`config.mk`:
```
export PLATFORM = sky130hd
export DESIGN_NAME = regfile_sb
export DESIGN_NICKNAME = d
export VERILOG_FILES = /design/src/rtl/regfile_sb.sv
export SDC_FILE = /design/constraint.sdc
export NUM_CORES = 1
export LEC_CHECK = 0
export BUFFER_PORTS_ARGS = -buffer_cell sky130_fd_sc_hd__buf_4
export CORE_ASPECT_RATIO = 1.25
export CORE_MARGIN = 4
export CORE_UTILIZATION = 45
export DETAILED_ROUTE_END_ITERATION = 10
export PLACE_DENSITY = 0.74
export SLEW_MARGIN = 10
export SYNTH_ARGS = -nofsm -noshare
export SYNTH_HDL_FRONTEND = slang
export SYNTH_SLANG_ARGS = --single-unit
```
`constraint.sdc`:
```
create_clock -name clk -period 2.9 [get_ports clk]
set_input_delay 0.145 -clock clk [delete_from_list [all_inputs] [get_ports clk]]
set_output_delay 0.145 -clock clk [all_outputs]
set_load 0.02 [all_outputs]
```
`src/rtl/regfile_sb.sv`:
```
// regfile_sb: integer register file with a per-register scoreboard (busy bits).
//
// After reset the block walks through every register and writes it to zero,
// one register per clock. During that sequence ready is low and the port
// ignores traffic. When the sequence finishes, ready goes high and the
// register file accepts reads, writes and scoreboard allocations.
//
// Ports:
//   clk                 rising-edge clock for all state
//   rst                 synchronous active-high reset (restarts the clear sequence)
//   rs1, rs2            read addresses
//   rs1_data, rs2_data  combinational read data (register 0 always reads 0)
//   rs1_busy, rs2_busy  scoreboard pending flag of the addressed register
//   reg_write, rd,      write port; a write also retires the pending flag
//   rd_data
//   alloc_en, alloc_rd  marks a destination register as pending
//   ready               high once the clear sequence is done
//
// Parameters:
//   XLEN    data width
//   NREGS   register count (power of two, >= 2)
//   BYPASS  1 = same-cycle write data and busy-clear are forwarded to reads

module regfile_sb #(
    parameter int XLEN   = 32,
    parameter int NREGS  = 32,
    parameter bit BYPASS = 1'b1,
    localparam int AW    = $clog2(NREGS)
) (
    input  logic            clk,
    input  logic            rst,
    input  logic [AW-1:0]   rs1,
    input  logic [AW-1:0]   rs2,
    output logic [XLEN-1:0] rs1_data,
    output logic [XLEN-1:0] rs2_data,
    output logic            rs1_busy,
    output logic            rs2_busy,
    input  logic            reg_write,
    input  logic [AW-1:0]   rd,
    input  logic [XLEN-1:0] rd_data,
    input  logic            alloc_en,
    input  logic [AW-1:0]   alloc_rd,
    output logic            ready
);

    typedef enum logic {
        CLEAR = 1'b0,
        RUN   = 1'b1
    } state_t;

    localparam logic [AW-1:0] CNT_LAST = AW'(NREGS - 1);
    localparam logic [AW-1:0] CNT_ONE  = AW'(1);

    state_t            state_q, state_d;
    logic [AW-1:0]     cnt_q, cnt_d;
    logic [NREGS-1:0]  busy_q, busy_d;
    logic              ready_q, ready_d;

    // Data storage is deliberately not reset; the clear sequence zeroes it.
    logic [XLEN-1:0]   regs_q [NREGS];

    logic              wr_en;
    logic [AW-1:0]     wr_addr;
    logic [XLEN-1:0]   wr_data;

    logic              run_write;
    logic              run_alloc;

    always_comb begin
        run_write = (state_q == RUN) && reg_write && (rd != '0);
        run_alloc = (state_q == RUN) && alloc_en && (alloc_rd != '0);
    end

    // Next-state, counter, scoreboard and storage write selection.
    always_comb begin
        state_d = state_q;
        cnt_d   = cnt_q;
        busy_d  = busy_q;
        wr_en   = 1'b0;
        wr_addr = cnt_q;
        wr_data = '0;

        if (state_q == CLEAR) begin
            // One register zeroed per cycle; traffic on the port is dropped.
            wr_en   = 1'b1;
            wr_addr = cnt_q;
            wr_data = '0;
            busy_d  = '0;
            cnt_d   = cnt_q + CNT_ONE;
            if (cnt_q == CNT_LAST) begin
                state_d = RUN;
            end
        end else begin
            if (run_write) begin
                wr_en      = 1'b1;
                wr_addr    = rd;
                wr_data    = rd_data;
                busy_d[rd] = 1'b0;
            end
            // Applied after the write so a same-register alloc leaves it pending.
            if (run_alloc) begin
                busy_d[alloc_rd] = 1'b1;
            end
        end
        busy_d[0] = 1'b0;
    end

    always_comb begin
        ready_d = (state_d == RUN);
    end

    always_ff @(posedge clk) begin
        if (rst) begin
            state_q <= CLEAR;
            cnt_q   <= '0;
            busy_q  <= '0;
            ready_q <= 1'b0;
        end else begin
            state_q <= state_d;
            cnt_q   <= cnt_d;
            busy_q  <= busy_d;
            ready_q <= ready_d;
            if (wr_en) begin
                regs_q[wr_addr] <= wr_data;
            end
        end
    end

    assign ready = ready_q;

    // Read ports. A same-cycle write to the addressed register is forwarded
    // when BYPASS is set; its busy-clear is forwarded too unless the same
    // register is being re-allocated in that cycle.
    always_comb begin
        rs1_data = '0;
        rs1_busy = 1'b0;
        if ((state_q == RUN) && (rs1 != '0)) begin
            if (BYPASS && reg_write && (rd == rs1)) begin
                rs1_data = rd_data;
                rs1_busy = (alloc_en && (alloc_rd == rs1)) ? busy_q[rs1] : 1'b0;
            end else begin
                rs1_data = regs_q[rs1];
                rs1_busy = busy_q[rs1];
            end
        end
    end

    always_comb begin
        rs2_data = '0;
        rs2_busy = 1'b0;
        if ((state_q == RUN) && (rs2 != '0)) begin
            if (BYPASS && reg_write && (rd == rs2)) begin
                rs2_data = rd_data;
                rs2_busy = (alloc_en && (alloc_rd == rs2)) ? busy_q[rs2] : 1'b0;
            end else begin
                rs2_data = regs_q[rs2];
                rs2_busy = busy_q[rs2];
            end
        end
    end

endmodule

```
== Yosys cells after proc, flatten, opt, wreduce, memory -nomap -nowiden ==
Memories as Yosys holds them, arrays and structs flattened.
Index checks and enable logic that the tools add are counted.

* Bits in registers: 38
* Bits in writable memories: 1024
* Input port bits: 56
* Output and inout bits: 67
* Logic and storage cells: 70
* Memories kept: 1

{| class="wikitable"
|+ Memories
! memory !! words !! bits a word !! rd ports !! clocked after Yosys merged registers in !! wr ports !! RTL line !! text
|-
| regs_q || 32 || 32 || 2 || 0 || 1 || 60 || <nowiki>logic [XLEN-1:0] regs_q [NREGS];</nowiki>
|}

* Add/subtract/negate cells: 1
* Magnitude comparators: 6
* Equal/unequal tests: 5
* Mux-type cells: 32
* Bitwise gates (word level): 4
* Reductions and logical operators: 17

{| class="wikitable"
|+ Operators by type and width
! cell !! count
|-
| $mux W32 || 9
|-
| $and A32 B32 Y32 || 1
|-
| $not A32 Y32 || 1
|-
| $or A32 B32 Y32 || 1
|-
| $lt A5 B6 Y1 const B || 4
|-
| $eq A5 B5 Y1 || 4
|-
| $reduce_bool A5 Y1 || 4
|-
| $mux W1 || 17
|-
| $logic_and A1 B1 Y1 || 12
|-
| $bmux W1 S5 || 2
|-
| $demux W1 S5 || 2
|-
| $ge A5 B1 Y1 const B || 2
|-
| $mux W5 || 2
|-
| $add A5 B1 Y5 const B || 1
|-
| $eq A5 B5 Y1 const B || 1
|-
| $reduce_or A2 Y1 || 1
|-
| $not A1 Y1 || 1
|}

== Logic depth before layout (Yosys ltp) ==
* Depth after elaboration: 10
* Depth in mapped cells: 10
* Mapped depth without buffers: 5

== Least setup slack after synthesis ==
Ideal clock, no wire load.

* Kind: register to register
* Start point: register, netlist name ready
* End point: memory regs_q[4][0], enable pin
* Setup time: 0.421 ns
* Arrival time: 2.890 ns
* Data required time: 2.479 ns
* Slack: -0.411 ns
* Cell stages (with the launch flop): 8
* Buffers on the path: 2
* Period minus slack after synthesis: 3.311 ns
* Cell sequence: dfxtp_1 > clkbuf_1 > buf_1 > nand3_1 > nor2_1 > a31o_2 > nand2_1 > nor2_1

{| class="wikitable"
|+ RTL lines
! what !! RTL line
|-
| end, declared || 60
|}

== Worst setup path in the final report ==
* Start point: input port rd[2]
* End point: output port rs2_data[28]

* Word-level cells in the longest chain between the ends: 4

{| class="wikitable"
|+ Ends and longest elaborated chain
! what !! RTL line !! text
|-
| start, declared || 39 || <nowiki>input logic [AW-1:0] rd,</nowiki>
|-
| $eq A5 B5 Y1 || 152 || <nowiki>if (BYPASS && reg_write && (rd == rs2)) begin</nowiki>
|-
| $logic_and A1 B1 Y1 || 152 ||
|-
| $mux W32 || 152 ||
|-
| $mux W32 || 151 || <nowiki>if ((state_q == RUN) && (rs2 != '0)) begin</nowiki>
|-
| end, declared || 35 || <nowiki>output logic [XLEN-1:0] rs2_data,</nowiki>
|}

No other way between the ends.

==> impl_metrics.xml <==
<?xml version="1.0" encoding="UTF-8"?>
<metrics>
  <group name="run_status">
    <metric name="outcome" unit="">complete, no violations</metric>
  </group>
  <group name="die">
    <metric name="floorplan.initialDensity" unit="">0.454</metric>
    <metric name="placeableCoreArea" unit="mm^2">0.112</metric>
    <metric name="top_level_ports" unit="">123</metric>
    <metric name="die-height" unit="um">384</metric>
    <metric name="die_area" unit="mm^2">0.118</metric>
    <metric name="rows" unit="">137</metric>
    <metric name="chipWidth" unit="um">309</metric>
  </group>
  <group name="layout">
    <metric name="flow.area_growth_from_synthesis" unit="%">15.6</metric>
    <metric name="mostFrequentLayoutCells" unit="">edfxtp_1 (1024), mux4_2 (365), mux2i_1 (265), buf_4 (228), a221oi_1 (126)</metric>
    <metric name="finalCoreUtilization" unit="">0.525</metric>
    <metric name="final_common_cell" unit="">edfxtp_1</metric>
    <metric name="drive_above_1_share" unit="">0.297</metric>
    <metric name="final_nets" unit="">3246</metric>
  </group>
  <group name="route">
    <metric name="post_drt_wl_per_cell" unit="um">33.5</metric>
    <metric name="vias_per_cell" unit="">6.97</metric>
    <metric name="finalWirelength" unit="mm">159</metric>
    <metric name="first_pass_iters" unit="">6</metric>
    <metric name="num_vias" unit="">33000</metric>
    <metric name="drc" unit="">0</metric>
    <metric name="drtAntennaViolNets" unit="">0</metric>
    <metric name="initialDrtViolationCount" unit="">5173</metric>
  </group>
  <group name="synth">
    <metric name="netlist_area_before_placement" unit="mm^2">0.0509</metric>
    <metric name="largest_family_of_logic_cells_by_synthesized_area" unit="">multiplexers</metric>
    <metric name="yosysWarningCount" unit="">0</metric>
    <metric name="synth_edf_count" unit="">1024</metric>
    <metric name="synth_compound_area_frac" unit="">0.0862</metric>
    <metric name="post_synth_fa_ha_maj_area_fraction" unit="">0.000492</metric>
    <metric name="synth-simple-area-share" unit="">0.0341</metric>
    <metric name="post_synth_mux_area_share" unit="">0.228</metric>
    <metric name="post_synth_num_cell_types" unit="">62</metric>
    <metric name="syn-mean-instance-area" unit="um^2">17.0</metric>
    <metric name="yosys_register_bits" unit="">1061</metric>
    <metric name="syn_nets" unit="">3055</metric>
    <metric name="postSynth.topFlopCell" unit="">edfxtp_1</metric>
    <metric name="postSynthCellCount" unit="">2997</metric>
    <metric name="synth_xor_area_frac" unit="">0.00379</metric>
    <metric name="synth.yosys.seq_area_share" unit="">0.619</metric>
    <metric name="postSynth.asyncResetShare" unit="">0</metric>
  </group>
  <group name="placement">
    <metric name="numPortBuffers" unit="">122</metric>
    <metric name="detailedPlacementHpwl" unit="mm">95.9</metric>
    <metric name="routability_congestion_estimate_from_global_placement" unit="">0.896</metric>
  </group>
  <group name="grt">
    <metric name="antenna_found_initial" unit="">4</metric>
    <metric name="pin_count_of_the_biggest_net_entering_global_routing" unit="">77</metric>
    <metric name="grt_first_pass_wirelength" unit="mm">228</metric>
    <metric name="grt_pass1_vias" unit="">33300</metric>
    <metric name="grt_overflow_total" unit="">0</metric>
    <metric name="track_usage" unit="">0.265</metric>
  </group>
  <group name="critical_path">
    <metric name="endpoint_kind" unit="">output pin</metric>
    <metric name="timing.setup.critical_path_class" unit="">primary input to output pin</metric>
    <metric name="startpoint_class_of_the_critical_path" unit="">primary input</metric>
    <metric name="required" unit="ps">2760</metric>
    <metric name="critical_path_arrival" unit="ps">2740</metric>
    <metric name="worstPathMaxFanout" unit="">15</metric>
  </group>
  <group name="sta">
    <metric name="finalCriticalPeriod" unit="ps">2890</metric>
    <metric name="tightestPinTransition" unit="ps">1260</metric>
    <metric name="timing.clock.skew" unit="ps">36.9</metric>
    <metric name="hold_viol_final" unit="">0</metric>
    <metric name="fmax" unit="MHz">346</metric>
    <metric name="setup_tns" unit="ps">0</metric>
    <metric name="slew-limit-headroom" unit="">0.160</metric>
    <metric name="layout_worst_path_cycle_share" unit="">0.995</metric>
    <metric name="finalSetupViolCount" unit="">0</metric>
    <metric name="number_of_pins_exceeding_their_max_slew_limit_in_the_final_report" unit="">0</metric>
    <metric name="rsz0062_at_grt" unit="">yes</metric>
  </group>
  <group name="power_and_ir_drop">
    <metric name="power-per-cell-area" unit="mW/mm^2">555</metric>
    <metric name="power.static_leakage" unit="nW">18.2</metric>
    <metric name="total_power" unit="W">0.0326</metric>
    <metric name="worst_supply_voltage_drop_on_vdd" unit="uV">434</metric>
  </group>
  <group name="clock_network">
    <metric name="root_buffer" unit="">clkbuf_16</metric>
    <metric name="clockBufferDepth" unit="">3</metric>
    <metric name="cts_max_level" unit="">3</metric>
    <metric name="clk_pin_slew" unit="ps">70</metric>
    <metric name="worst_skew_pair.late_latency" unit="ps">720</metric>
    <metric name="cts_made_buffers" unit="">101</metric>
    <metric name="tritoncts_num_sinks" unit="">1061</metric>
    <metric name="cts_tree" unit="">built</metric>
  </group>
  <group name="job">
    <metric name="maxCapViolations" unit="">0</metric>
  </group>
  <group name="hold_path">
    <metric name="min_path_type" unit="">primary input to register</metric>
  </group>
</metrics>
timing repair:
item / 4_1_cts / 5_1_grt
buffers inserted: 0 / 1
gates resized for setup: 1 / 15
cloned: 0 / 1
setup endpoints to repair: 1 / 36
pin swaps: 0 / 3
hold buffers: 18 / 0
endpoints found under the hold margin: 37 / 0
registers in the layout, summed over array words and instances (netlist names):
name / count
busy_q: 31
cnt_q: 5
regs_q: 1024
ready: 1
layout make-up:
class / instances / area (um^2)
diodes: 1 / 2.50
clock buffers: 130 / 2770
clock inverters: 58 / 557
fillers: 8639 / 53100
inverters: 7 / 27.5
multi-input cells: 1675 / 18300
flip-flops and latches: 1061 / 31500
well taps: 1459 / 1830
repair buffers: 342 / 3790
metal layers:
| layer | global-route usage | share of wire | vias to the layer above | wire [um] |
|---|---|---|---|---|
| met3 | 0.0554 | 0.11 | 524 | 18000 |
| met1 | 0.341 | 0.35 | 16900 | 56100 |
| met2 | 0.425 | 0.47 | 2539 | 75100 |
| met5 | 0 | 0 | - | 0 |
| met4 | 0.142 | 0.060 | 0 | 9590 |
| li1 | - | - | 13100 | - |
where the power goes:
group / total (W) / internal, W / switching [W]
combinational: 0.00250 / 0.00104 / 0.00146
sequential: 0.0167 / 0.0167 / 0.0000482
clock: 0.0134 / 0.00763 / 0.00578
total: 0.0326 / 0.0253 / 0.00729
Yosys cell counts, types with 7 or more instances:
master,n,share of area
xnor2_1,11,0.0019
a21oi_1,82,0.0081
dfxtp_1,37,0.015
o311ai_1,29,0.0050
mux2_2,64,0.014
a22oi_1,99,0.015
xor2_1,11,0.0019
o221ai_1,31,0.0053
nand2_1,74,0.0055
clkbuf_1,103,0.0076
and2_1,34,0.0042
o21ai_0,95,0.0093
nand2b_1,8,0.00098
nor3_1,7,0.00069
nor2_1,118,0.0087
mux2i_1,265,0.052
buf_4,33,0.0049
nand3_1,44,0.0043
a221oi_1,130,0.022
buf_6,29,0.0064
a221o_1,62,0.012
edfxtp_1,1024,0.60
or3_1,8,0.00098
o211ai_1,13,0.0019
buf_1,14,0.0010
buf_2,74,0.0073
nor2b_1,43,0.0053
o21ai_1,33,0.0032
mux4_2,365,0.16
worst max-delay path, cell delays in order:
cell and delay, ps:
dlygate4sd3_1 560, buf_4 180, xnor2_2 160, nand4_1 250, o311ai_4 370, buf_4 240, buf_12 210, a21oi_1 130
a221o_1 320, buf_4 170
cells by family (layout without fill, tap and decap cells):
family / count (synthesis) / in the layout
XOR/XNOR: 22 / 22
AND/OR/NAND/NOR: 361 / 361
flip-flops: 1061 / 1061
buffers and inverters: 261 / 537
AO/OA/AOI/OAI: 595 / 595
multiplexers: 695 / 695
other: 0 / 1
adder cells (fa/ha/maj): 2 / 2
worst paths after layout:
| kind | start | to | slack, ps | cells past startpoint |
|---|---|---|---|---|
| max | rd[2] | rs2_data[28] | 10 | 10 |
| max reg2reg | ready$_SDFF_PP0_ | regs_q[26][9]$_DFFE_PP_ | 420 | 4 |
| min | rd[4] | busy_q[20]$_SDFF_PP0_ | 40 | 5 |
| min reg2reg | busy_q[14]$_SDFF_PP0_ | busy_q[14]$_SDFF_PP0_ | 500 | 2 |
per-stage QoR:
stage	hold slack [ps]	std cells	setup slack, ps	area (um^2)
final	44.1	4733	13.6	58800
after global routing	77.9	4732	-12.3	58800
after CTS	9.33	4730	0.383	58700
after detailed placement	433	4524	328	55200
after global placement	430	4524	360	55200
after floorplan	357	2997	-411	50900
(Power assumes the default switching activity.)
